### src/rtl/key_redraw_scheduler.sv
// key_redraw_scheduler: redraws a 4-key keyboard region by region as key levels change.
// Define KEY_DEBOUNCE_EN to filter each key through a DEBOUNCE_CYCLES stability counter.
module key_redraw_scheduler #(
  parameter int REGION_W        = 40,
  parameter int SCREEN_H        = 120,
  parameter int DEBOUNCE_CYCLES = 16
) (
  input  logic       clk_i,
  input  logic       rst_ni,
  input  logic [3:0] keys_i,
  output logic       plot_o,
  output logic [7:0] x_o,
  output logic [6:0] y_o,
  output logic [2:0] colour_o,
  output logic       busy_o,
  output logic       done_o
);
  localparam int CXW = REGION_W > 1 ? $clog2(REGION_W) : 1;
  localparam int RW  = SCREEN_H > 1 ? $clog2(SCREEN_H) : 1;
  typedef enum logic [1:0] {IDLE, GRANT, DRAW, DONE} state_t;
  state_t state_q, state_d;
  logic [3:0] lvl_q, lvl_d, pend_q, pend_d, clr;
  logic [1:0] ptr_q, ptr_d, g_q, g_d, sel;
  logic flag_q, flag_d, plot_q, plot_d, busy_q, busy_d, done_q, done_d;
  logic [CXW-1:0] cx_q, cx_d;
  logic [RW-1:0] row_q, row_d;
  logic [7:0] x_q, x_d;
  logic [6:0] y_q, y_d;
  logic [2:0] colour_q, colour_d;
  logic eol, last;
`ifdef KEY_DEBOUNCE_EN
  localparam int DW = $clog2(DEBOUNCE_CYCLES + 1);
  logic [3:0][DW-1:0] cnt_q, cnt_d;
  // A key's level flips only after the raw input has disagreed for DEBOUNCE_CYCLES straight cycles.
  always_comb begin
    lvl_d = lvl_q;
    cnt_d = cnt_q;
    for (int i = 0; i < 4; i++)
      if (keys_i[i] == lvl_q[i]) cnt_d[i] = '0;
      else if (cnt_q[i] == DW'(DEBOUNCE_CYCLES - 1)) begin
        lvl_d[i] = keys_i[i];
        cnt_d[i] = '0;
      end else cnt_d[i] = cnt_q[i] + 1'b1;
  end
  always_ff @(posedge clk_i or negedge rst_ni)
    if (!rst_ni) cnt_q <= '0;
    else cnt_q <= cnt_d;
`else
  assign lvl_d = keys_i;
`endif
  // Round-robin: scanning downward leaves the first pending index at or after ptr.
  always_comb begin
    sel = ptr_q;
    for (int i = 3; i >= 0; i--)
      if (pend_q[ptr_q + 2'(i)]) sel = ptr_q + 2'(i);
  end
  assign eol  = cx_q == CXW'(REGION_W - 1);
  assign last = eol && row_q == RW'(SCREEN_H - 1);
  always_comb begin
    state_d  = state_q;
    ptr_d    = ptr_q;
    g_d      = g_q;
    flag_d   = flag_q;
    cx_d     = cx_q;
    row_d    = row_q;
    clr      = '0;
    plot_d   = 1'b0;
    x_d      = x_q;
    y_d      = y_q;
    colour_d = colour_q;
    case (state_q)
      IDLE: state_d = |pend_q ? GRANT : IDLE;
      GRANT: begin
        g_d     = sel;
        flag_d  = lvl_q[sel];
        clr     = 4'b0001 << sel;
        ptr_d   = sel + 2'd1;
        cx_d    = '0;
        row_d   = '0;
        plot_d  = 1'b1;
        state_d = DRAW;
      end
      DRAW: begin
        state_d = last ? DONE : DRAW;
        plot_d  = !last;
        cx_d    = last ? cx_q : (eol ? '0 : cx_q + 1'b1);
        row_d   = (eol && !last) ? row_q + 1'b1 : row_q;
      end
      default: state_d = IDLE;
    endcase
    if (plot_d) begin
      x_d      = 8'(32'(g_d) * REGION_W + 32'(cx_d));
      y_d      = 7'(row_d);
      colour_d = cx_d == CXW'(REGION_W - 1) ? 3'b000 : (flag_d ? 3'b100 : 3'b111);
    end
    // A transition arriving with the grant clear keeps the bit set.
    pend_d = (pend_q & ~clr) | (lvl_d ^ lvl_q);
    busy_d = state_d == GRANT || state_d == DRAW;
    done_d = state_d == DONE;
  end
  always_ff @(posedge clk_i or negedge rst_ni)
    if (!rst_ni) begin
      state_q  <= IDLE;
      pend_q   <= 4'hF;
      lvl_q    <= '0;
      ptr_q    <= '0;
      g_q      <= '0;
      flag_q   <= 1'b0;
      cx_q     <= '0;
      row_q    <= '0;
      plot_q   <= 1'b0;
      x_q      <= '0;
      y_q      <= '0;
      colour_q <= '0;
      busy_q   <= 1'b0;
      done_q   <= 1'b0;
    end else begin
      state_q  <= state_d;
      pend_q   <= pend_d;
      lvl_q    <= lvl_d;
      ptr_q    <= ptr_d;
      g_q      <= g_d;
      flag_q   <= flag_d;
      cx_q     <= cx_d;
      row_q    <= row_d;
      plot_q   <= plot_d;
      x_q      <= x_d;
      y_q      <= y_d;
      colour_q <= colour_d;
      busy_q   <= busy_d;
      done_q   <= done_d;
    end
  assign plot_o   = plot_q;
  assign x_o      = x_q;
  assign y_o      = y_q;
  assign colour_o = colour_q;
  assign busy_o   = busy_q;
  assign done_o   = done_q;
endmodule

### config.mk
export PLATFORM = sky130hd
export DESIGN_NAME = key_redraw_scheduler
export DESIGN_NICKNAME = d
export VERILOG_FILES = /design/src/rtl/key_redraw_scheduler.sv
export SDC_FILE = /design/constraint.sdc
export NUM_CORES = 1
export LEC_CHECK = 0
export CAP_MARGIN = 20
export CORE_MARGIN = 4
export CORE_UTILIZATION = 30
export DETAILED_ROUTE_END_ITERATION = 10
export DONT_BUFFER_PORTS = 1
export PLACE_DENSITY = 0.45
export SYNTH_ARGS = -nofsm -noshare
export SYNTH_HDL_FRONTEND = slang
export SYNTH_SLANG_ARGS = --single-unit
### constraint.sdc
create_clock -name clk_i -period 6.1 [get_ports clk_i]
set_input_delay 1.22 -clock clk_i [delete_from_list [all_inputs] [get_ports clk_i]]
set_output_delay 1.22 -clock clk_i [all_outputs]
set_load 0.02 [all_outputs]
==> Word level (Yosys, flattened, before mapping) <==
Index checks and enable logic that the tools add are counted.
{ "op_classes": {"addsub": 7, "mul": 1, "n_div": 0, "magnitude_cmp": 5, "n_eq_ne": 8, "shifts": 1, "n_mux": 28, "bitwise_logic": 4, "reduce_logical": 6} }
{ "op_table": {"columns": ["cell", "n"], "rows": [
  ["less-than comparator 2 x 3 -> 1 bit (second input constant)", 5],
  ["case mux 7 bit (2 select lines)", 1],
  ["equality test 6 bit (second input constant)", 2],
  ["two-way mux 2 bit", 6],
  ["two-way mux 6 bit", 2],
  ["case mux 6 bit (2 select lines)", 1],
  ["binary-select mux 1 bit (select 2 bit)", 5],
  ["adder 8 x 6 -> 8 bit", 1],
  ["two-way mux 1 bit", 8],
  ["adder 7 x 1 -> 7 bit (second input constant)", 1],
  ["equality test 7 bit (second input constant)", 1],
  ["two-way mux 7 bit", 1],
  ["adder 6 x 1 -> 6 bit (second input constant)", 1],
  ["equality test 2 bit (second input constant)", 3],
  ["case mux 2 bit (3 select lines)", 1],
  ["multiplier 2 x 3 -> 5 bit (second input constant)", 1],
  ["adder 2 x 1 -> 2 bit (second input constant)", 2],
  ["adder 2 bit (second input constant)", 2],
  ["bitwise AND 4 bit", 1],
  ["equality test 2 x 1 -> 1 bit (second input constant)", 2],
  ["two-way mux 4 bit", 1],
  ["NOT 4 bit", 1],
  ["OR 4 bit", 1],
  ["OR reduction 4 bit", 1],
  ["other kinds (8)", 9]
]} }
{ "word_totals": {"register_bits": 49, "latchBits": 0, "mem_bits_rw": 0, "rom_bits": 0, "in_bits": 6, "out_inout_bits": 21, "memories": 0} }

==> Longest topological paths before layout <==
Gate-level depths: netlist (run 1).
{ "depth": {"ltp_word": 12, "ltp_mapped": 10} }

==> Worst setup path after synthesis (run 1) <==
Ideal clock, no wire load.
{ "synth_timing": {"path_kind": "flip-flop to flip-flop", "startpoint": "reg cx_q[0]", "endpoint": "reg x_q[4] (netlist: x_o[4])", "setup_time_ns": 0.125, "arrival_time_ns": 2.387, "required_ns": 5.975, "setup_slack_ns": 3.588, "path_stages_with_launch": 8, "synth_period_minus_slack_ns": 2.512, "cell_sequence": "dfrtp_1 ha_1 and4b_1 or4_1 o21ai_0 ha_1 fa_1 mux2_2"} }
{ "synth_between": {"elab_chain_cells": 5} }
{ "synth_rtl": {"columns": ["element", "line", "source"], "rows": [
  ["from (decl)", "25", "logic [CXW-1:0] cx_q, cx_d;"],
  ["from (signal assigned)", "109", "cx_q <= '0;"],
  ["from (signal assigned)", "124", "cx_q <= cx_d;"],
  ["adder 6 x 1 -> 6 bit / equality test 6 bit (equally long branches)", "86, 57", null],
  ["two-way mux 6 bit / logical AND 1 bit (equally long branches)", "86, 58", null],
  ["two-way mux 6 bit (*)", "86", "cx_d = last ? cx_q : (eol ? '0 : cx_q + 1'b1);"],
  ["case mux 6 bit (2 select lines) (*)", "71", "case (state_q)"],
  ["via cx_d[3]", "25", null],
  ["adder 8 x 6 -> 8 bit (*)", "92", "x_d = 8'(32'(g_d) * REGION_W + 32'(cx_d));"],
  ["to (signal assigned)", "112", "x_q <= '0;"],
  ["to (signal assigned)", "127", "x_q <= x_d;"],
  ["to (decl)", "27", "logic [7:0] x_q, x_d;"]
]} }
Mark *: on every way through the listed nets, which the timed path passes. The rest lies on a longest branch.
A chain may end at the register's enable or synchronous reset.

==> Worst setup path in the final report (run 1) <==
{ "layout_timing": {"startpoint": "reg state_q[1]", "endpoint": "reg x_q[4] (netlist: x_o[4])"} }
{ "layout_rtl": {"columns": ["element", "line", "source"], "rows": [
  ["from (decl)", "21", "state_t state_q, state_d;"],
  ["from (signal assigned)", "118", "state_q <= state_d;"],
  ["equality test 2 bit / equality test 2 x 1 -> 1 bit (equally long branches)", "71", null],
  ["case mux 6 bit (2 select lines) (*)", "71", null],
  ["via cx_d[3]", "25", null],
  ["adder 8 x 6 -> 8 bit (*)", "92", null]
]} }
Marked as above.

==> metrics.md, run 1 <==
| Metric | Value |
|---|---|
| Status | finished clean |
| Async SR Flop Fraction | 100% |
| Synthesized instance count | 215 |
| Setup Crit Path Kind | flop to flop |
| Yosys warns | 0 |
| Num ports | 27 |
| First-pass GRT wire length | 8.04 mm |
| Ratio of cells with drive above 1 in the final layout | 16.1% |
| Seq/Total Area, Yosys | 49.9% |
| Syn Nets | 236 |
| Placed Instance Area | 0.00250 mm^2 |
| Nets | 237 |
| Synth area leader | dfrtp_1 |
| CTS tree | done |
| Vias | 1495 |
| Vias in the first global route | 1537 |
| Slew Limit Fails | 0 |
| Power Dens Cells | 221 mW/mm^2 |
| Total routed wirelength | 4.73 mm |
| Worst Setup Start Kind | flop |
| Final min period | 2990 ps |
| Unrepaired setup endpoints after global routing | false |
| Worst R2R Start | state_q[1]$_DFF_PN0_ |
| Dpl hpwl | 3.26 mm |
| Pin count of the biggest net entering global routing | 49 |
| Initial antenna violation count | 0 |
| Synthesized area | 0.00241 mm^2 |
| Commonest non-fill, non-tap cell in the layout | dfrtp_1 |
| Commonest non-fill, non-tap cells in the layout | dfrtp_1, nand2_1, ha_1 |
| Final setup vio count | 0 |
| Area of the die | 0.00955 mm^2 |
| CTS Buf Count | 5 |
| Antenna diode count | 0 |
| CTS root buf | clkbuf_8 |
| Critical path startpoint | state_q[1]$_DFF_PN0_ |
| Hold path start | pend_q[0]$_DFF_PN1_ |
| Total negative slack | 0 ps |
| Gr usage total | 10.4% |
| Final worst-path cycle share | 49.0% |
| Top cell type's share of synthesized area | 45.6% |
| Worst Max-Slew Pin Slew | 614 ps |
| CP Capture Type | flop |
| DRT Pass-1 Iters | 4 |
| Antenna-violating nets left | 0 |
| Worst skew pair latency | 300 ps |
| Residual DRC | 0 |
| Avg Inst Size Synth | 11.2 um^2 |
| Final hold violations | 0 |
| Buffers added on ports | 0 |
| Clock Skews | 7.79 ps |
| CTS resizes | 0 |
| Hold crit path type | flop to flop |
| Clock-pin slew on the worst setup and hold paths | 90 ps |
| Count of different cell masters after synthesis | 52 |
| Synth Register Bits | 48 |
| Post-DR wirelength/cell | 14.8 um |
| Vias per inst | 4.69 |
| Chip height | 97.7 um |
| Finished Cell Area | 0.00263 mm^2 |
| CTS H-tree depth | 2 |
| Clock tree buffer depth | 2 |
| Synth top area cells | dfrtp_1, ha_1, dfstp_2 |
| Slew Limit Headroom | 58.9% |
| Grt ovf | 0 |
| Hold-fix buffers at CTS | 0 |
| Timing-limited maximum frequency | 0.335 GHz |
| Core area | 0.00777 mm^2 |
| Initial DRC Count | 66 |
| Critical path peak fanout | 16 |
| Prevailing post-synth register cell | dfrtp_1 |
| Initial core utilization | 31.1% |
| Routability congestion estimate | 0.772 |
| # Max-Cap Violations | 0 |
| Clock sinks | 48 |
| Critical path required time | 6290 ps |
| Max VDD drop | 76.8 uV |
| Setup Buffers After CTS | 0 |
| Area Overhead vs Synth | 8.91% |
| EDFF count, synth | 0 |
| Num rows | 32 |
| Critical Path AT | 3180 ps |
| Pleak | 1.18 nW |
| Die span in x | 97.7 um |
-- sequential cells by signal (all words and copies together) (netlist names) --
signal and count:
busy_o 1, colour_o 2, cx_q 6, done_o 1, flag_q 1, g_q 2, lvl_q 4, pend_q 4
plot_o 1, ptr_q 2, row_q 7, state_q 2, x_o 8, y_o 7
-- cells in the mapped netlist, drive strengths merged, types with 5 or more instances --
master,instances
dfrtp,44
nand2,25
ha,14
nor2,14
mux2,13
o21ai,13
inv,10
a21oi,8
nor2b,7
nand3,6
xor2,6
buf,5
xnor2,5
-- final timing paths --
path	to	slack, ps	cells after the start
worst max-delay path	x_o[4]$_DFFE_PN0P_	3110	8
worst min-delay path	pend_q[0]$_DFF_PN1_	490	2
worst max register to register	x_o[4]$_DFFE_PN0P_	3110	8
worst min register to register	pend_q[0]$_DFF_PN1_	490	2
max in group asynchronous	pend_q[1]$_DFF_PN1_	5310	0
min in group asynchronous	plot_o$_DFF_PN0_	600	0
-- report_power, final --
part,switching [mW],total [mW],internal (mW)
Sequential,0.00221,0.322,0.320
Combinational,0.00145,0.00404,0.00259
Clock,0.110,0.255,0.145
-- worst max-delay path, cell delays in order, from the launching register on --
cell and delay (ps):
dfrtp_1 380, inv_1 70, ha_1 650, nand2_1 230, or4_1 430, o21ai_0 180
ha_1 260, fa_1 410, mux2_2 260
-- layer usage --
metal  up-vias  track usage, %  wire [um]
met5         -               0          0
met4         0            3.83         68
met3         6            3.37        187
met2        15            15.6       2060
met1       715            14.0       2420
li1        759               -          -
-- per-stage QoR --
step / util, % / hold WS (ps) / std cells / total power, mW / setup slack (ps)
floorplan: - / 449 / 215 / 0.332 / 3590
CTS: 33.9 / 494 / 319 / 0.591 / 3050
finish: 33.9 / 488 / 319 / 0.581 / 3110
global placement: 32.2 / 479 / 311 / 0.333 / 3160
global route: 33.9 / 507 / 319 / 0.605 / 2850
detailed placement: 32.2 / 480 / 311 / 0.333 / 3070
-- cell type report --
class                      count  area [um^2]
clock inverter                 1         30.0
fill                         810         5140
sequential                    48         1210
tap                          102          128
clock buffer                   7         96.3
multi-input combinational    151         1130
inverter                      10         42.5
-- kinds of logic after synthesis --
family          count (synthesis)  share of synthesized area, %
compound gates                 38                          11.3
xor+xnor                       11                          3.99
fa+ha+maj                      15                          8.08
buf+inv                        16                          3.37
flops                          48                          49.9
mux                            15                          7.82
simple gates                   72                          15.5
Note: power is estimated with default switching activity, not from simulation.
==> run 2: changes to the inputs <==
==> constraint.sdc (replaced) <==
create_clock -name clk_i -period 3.1 [get_ports clk_i]
set_input_delay 0.62 -clock clk_i [delete_from_list [all_inputs] [get_ports clk_i]]
set_output_delay 0.62 -clock clk_i [all_outputs]
set_load 0.02 [all_outputs]
==> metrics.md, run 2 (synthesis results as in run 1) <==
| Metric | Value |
|---|---|
| Buffers added on ports | 0 |
| Hold crit path type | input port to asynchronous set/reset pin |
| Comb power frac | 2.3% |
| CTS Buf Count | 5 |
| Critical path required time | 3290 ps |
| Status | finished clean |
| Vias | 1530 |
| Initial DRC Count | 93 |
| Power Dens Cells | 391 mW/mm^2 |
| Slew Limit Headroom | 72.2% |
| Residual DRC | 0 |
| Pleak | 1.21 nW |
| Commonest non-fill, non-tap cells in the layout | dfrtp_1, nand2_1, ha_1 |
| End of the worst register-to-register path | x_o[4]$_DFFE_PN0P_ |
| Final worst-path cycle share | 88.0% |
| Pin count of the biggest net entering global routing | 26 |
| Clock Skews | 5.75 ps |
| Max VDD drop | 145 uV |
| Total negative slack | 0 ps |
| Timing-limited maximum frequency | 0.366 GHz |
| Num ports | 27 |
| CTS root buf | clkbuf_8 |
| Sw Pwr | 223 uW |
| Max reg flops | 8 |
| Final setup vio count | 0 |
| Die span in x | 97.7 um |
| Setup Buffers After CTS | 0 |
| Commonest non-fill, non-tap cell in the layout | dfrtp_1 |
| Area occupied by multi-input gates | 0.00113 mm^2 |
| Worst skew pair latency | 290 ps |
| Initial antenna violation count | 0 |
| Gr usage total | 10.8% |
| Dpl hpwl | 3.45 mm |
| Nets | 244 |
| Ratio of cells with drive above 1 in the final layout | 17.9% |
| Final hold violations | 0 |
| Final min period | 2730 ps |
| Worst Setup Start Kind | flop |
| Total routed wirelength | 4.93 mm |
| Grt ovf | 0 |
| Num rows | 32 |
| CTS tree | done |
| Vias per inst | 4.69 |
| FF/Latch Area | 0.00121 mm^2 |
| Critical Path AT | 2920 ps |
| DRT Pass-1 Iters | 4 |
| Clock-pin slew on the worst setup and hold paths | 90 ps |
| Clock tree buffer depth | 2 |
| Worst R2R Start | state_q[0]$_DFF_PN0_ |
| Fillers | 818 |
| Area of the die | 0.00955 mm^2 |
| Initial core utilization | 31.1% |
| # Max-Cap Violations | 0 |
| Core area | 0.00777 mm^2 |
| Reg2Reg Setup Slack | 370 ps |
| R2R cell count | 8 |
| Post-DR wirelength/cell | 15.1 um |
| Chip height | 97.7 um |
| Clock sinks | 48 |
| Routability congestion estimate | 0.850 |
| Final Power | 1.05 mW |
| Fin Hold WS | 121 ps |
| Clock group share of total power | 37.0% |
| CP Capture Type | flop |
| First-pass GRT wire length | 8.36 mm |
| Antenna-violating nets left | 0 |
| Setup Crit Path Kind | flop to flop |
| CTS H-tree depth | 2 |
| Vias in the first global route | 1632 |
| CTS resizes | 0 |
| Sequential share of power | 60.7% |
| Net Sw Frac | 21.3% |
| Slew Limit Fails | 0 |
| Worst Max-Slew Pin Slew | 413 ps |
| Area Overhead vs Synth | 10.6% |
| Int Pwr | 823 uW |
| Critical path peak fanout | 9 |
| Unrepaired setup endpoints after global routing | false |
| Antenna diode count | 0 |
## run 2: layout make-up
cell class              count  area share, %
flip-flops and latches     48           45.2
multi-input cells         151           42.2
well taps                 102           4.78
clock buffers               8           3.37
repair buffers              7           2.90
inverters                  10           1.59
## run 2: what timing repair did
| item | in CTS | in global routing |
|---|---|---|
| hold buffers | 1 | 1 |
| endpoints found under the setup margin | 0 | 0 |
| endpoints found under the hold margin | 24 | 20 |
## run 2: layer usage
layer / vias to the layer above / routed length [um] / GRT usage (%)
met4: 0 / 70 / 3.51
met2: 17 / 2340 / 17.4
met3: 5 / 152 / 3.02
li1: 768 / - / -
met5: - / 0 / 0
met1: 740 / 2360 / 13.9
## run 2: power groups by stage
stage | clock [mW] | sequential [mW] | combinational [mW]
CTS | 0.407 | 0.635 | 0.0177
detailed placement | 0 | 0.647 | 0.00812
global route | 0.436 | 0.635 | 0.0282
floorplan | 0 | 0.645 | 0.00889
global placement | 0 | 0.647 | 0.00822
finish | 0.387 | 0.634 | 0.0245
## run 2: worst max-delay path by stage
stage | start | to | cells past startpoint
5_1_grt | state_q[0]$_DFF_PN0_ | x_o[4]$_DFFE_PN0P_ | 8
3_5_place_dp | state_q[0]$_DFF_PN0_ | x_o[4]$_DFFE_PN0P_ | 8
2_1_floorplan | cx_q[0]$_DFF_PN0_ | x_o[4]$_DFFE_PN0P_ | 7
6_report | state_q[0]$_DFF_PN0_ | x_o[4]$_DFFE_PN0P_ | 8
4_1_cts | state_q[0]$_DFF_PN0_ | x_o[4]$_DFFE_PN0P_ | 8
3_3_place_gp | cx_q[0]$_DFF_PN0_ | x_o[4]$_DFFE_PN0P_ | 7
## run 2: critical path, cell delays in order (launching register included)
cell and delay, ps:
dfrtp_1 400, inv_1 80, ha_1 440, nand2_1 170, or4_1 410, o21ai_0 180, ha_1 260, fa_1 410
mux2_2 270
## run 2: through the flow
step / util [%] / setup WS (ps) / instance area [um^2] / cells
5_1_grt: 34.4 / 183 / 2670 / 326
2_1_floorplan: - / 588 / 2410 / 215
3_5_place_dp: 32.7 / 391 / 2540 / 316
3_3_place_gp: 32.7 / 463 / 2540 / 316
6_report: 34.4 / 371 / 2670 / 326
4_1_cts: 34.1 / 374 / 2650 / 325
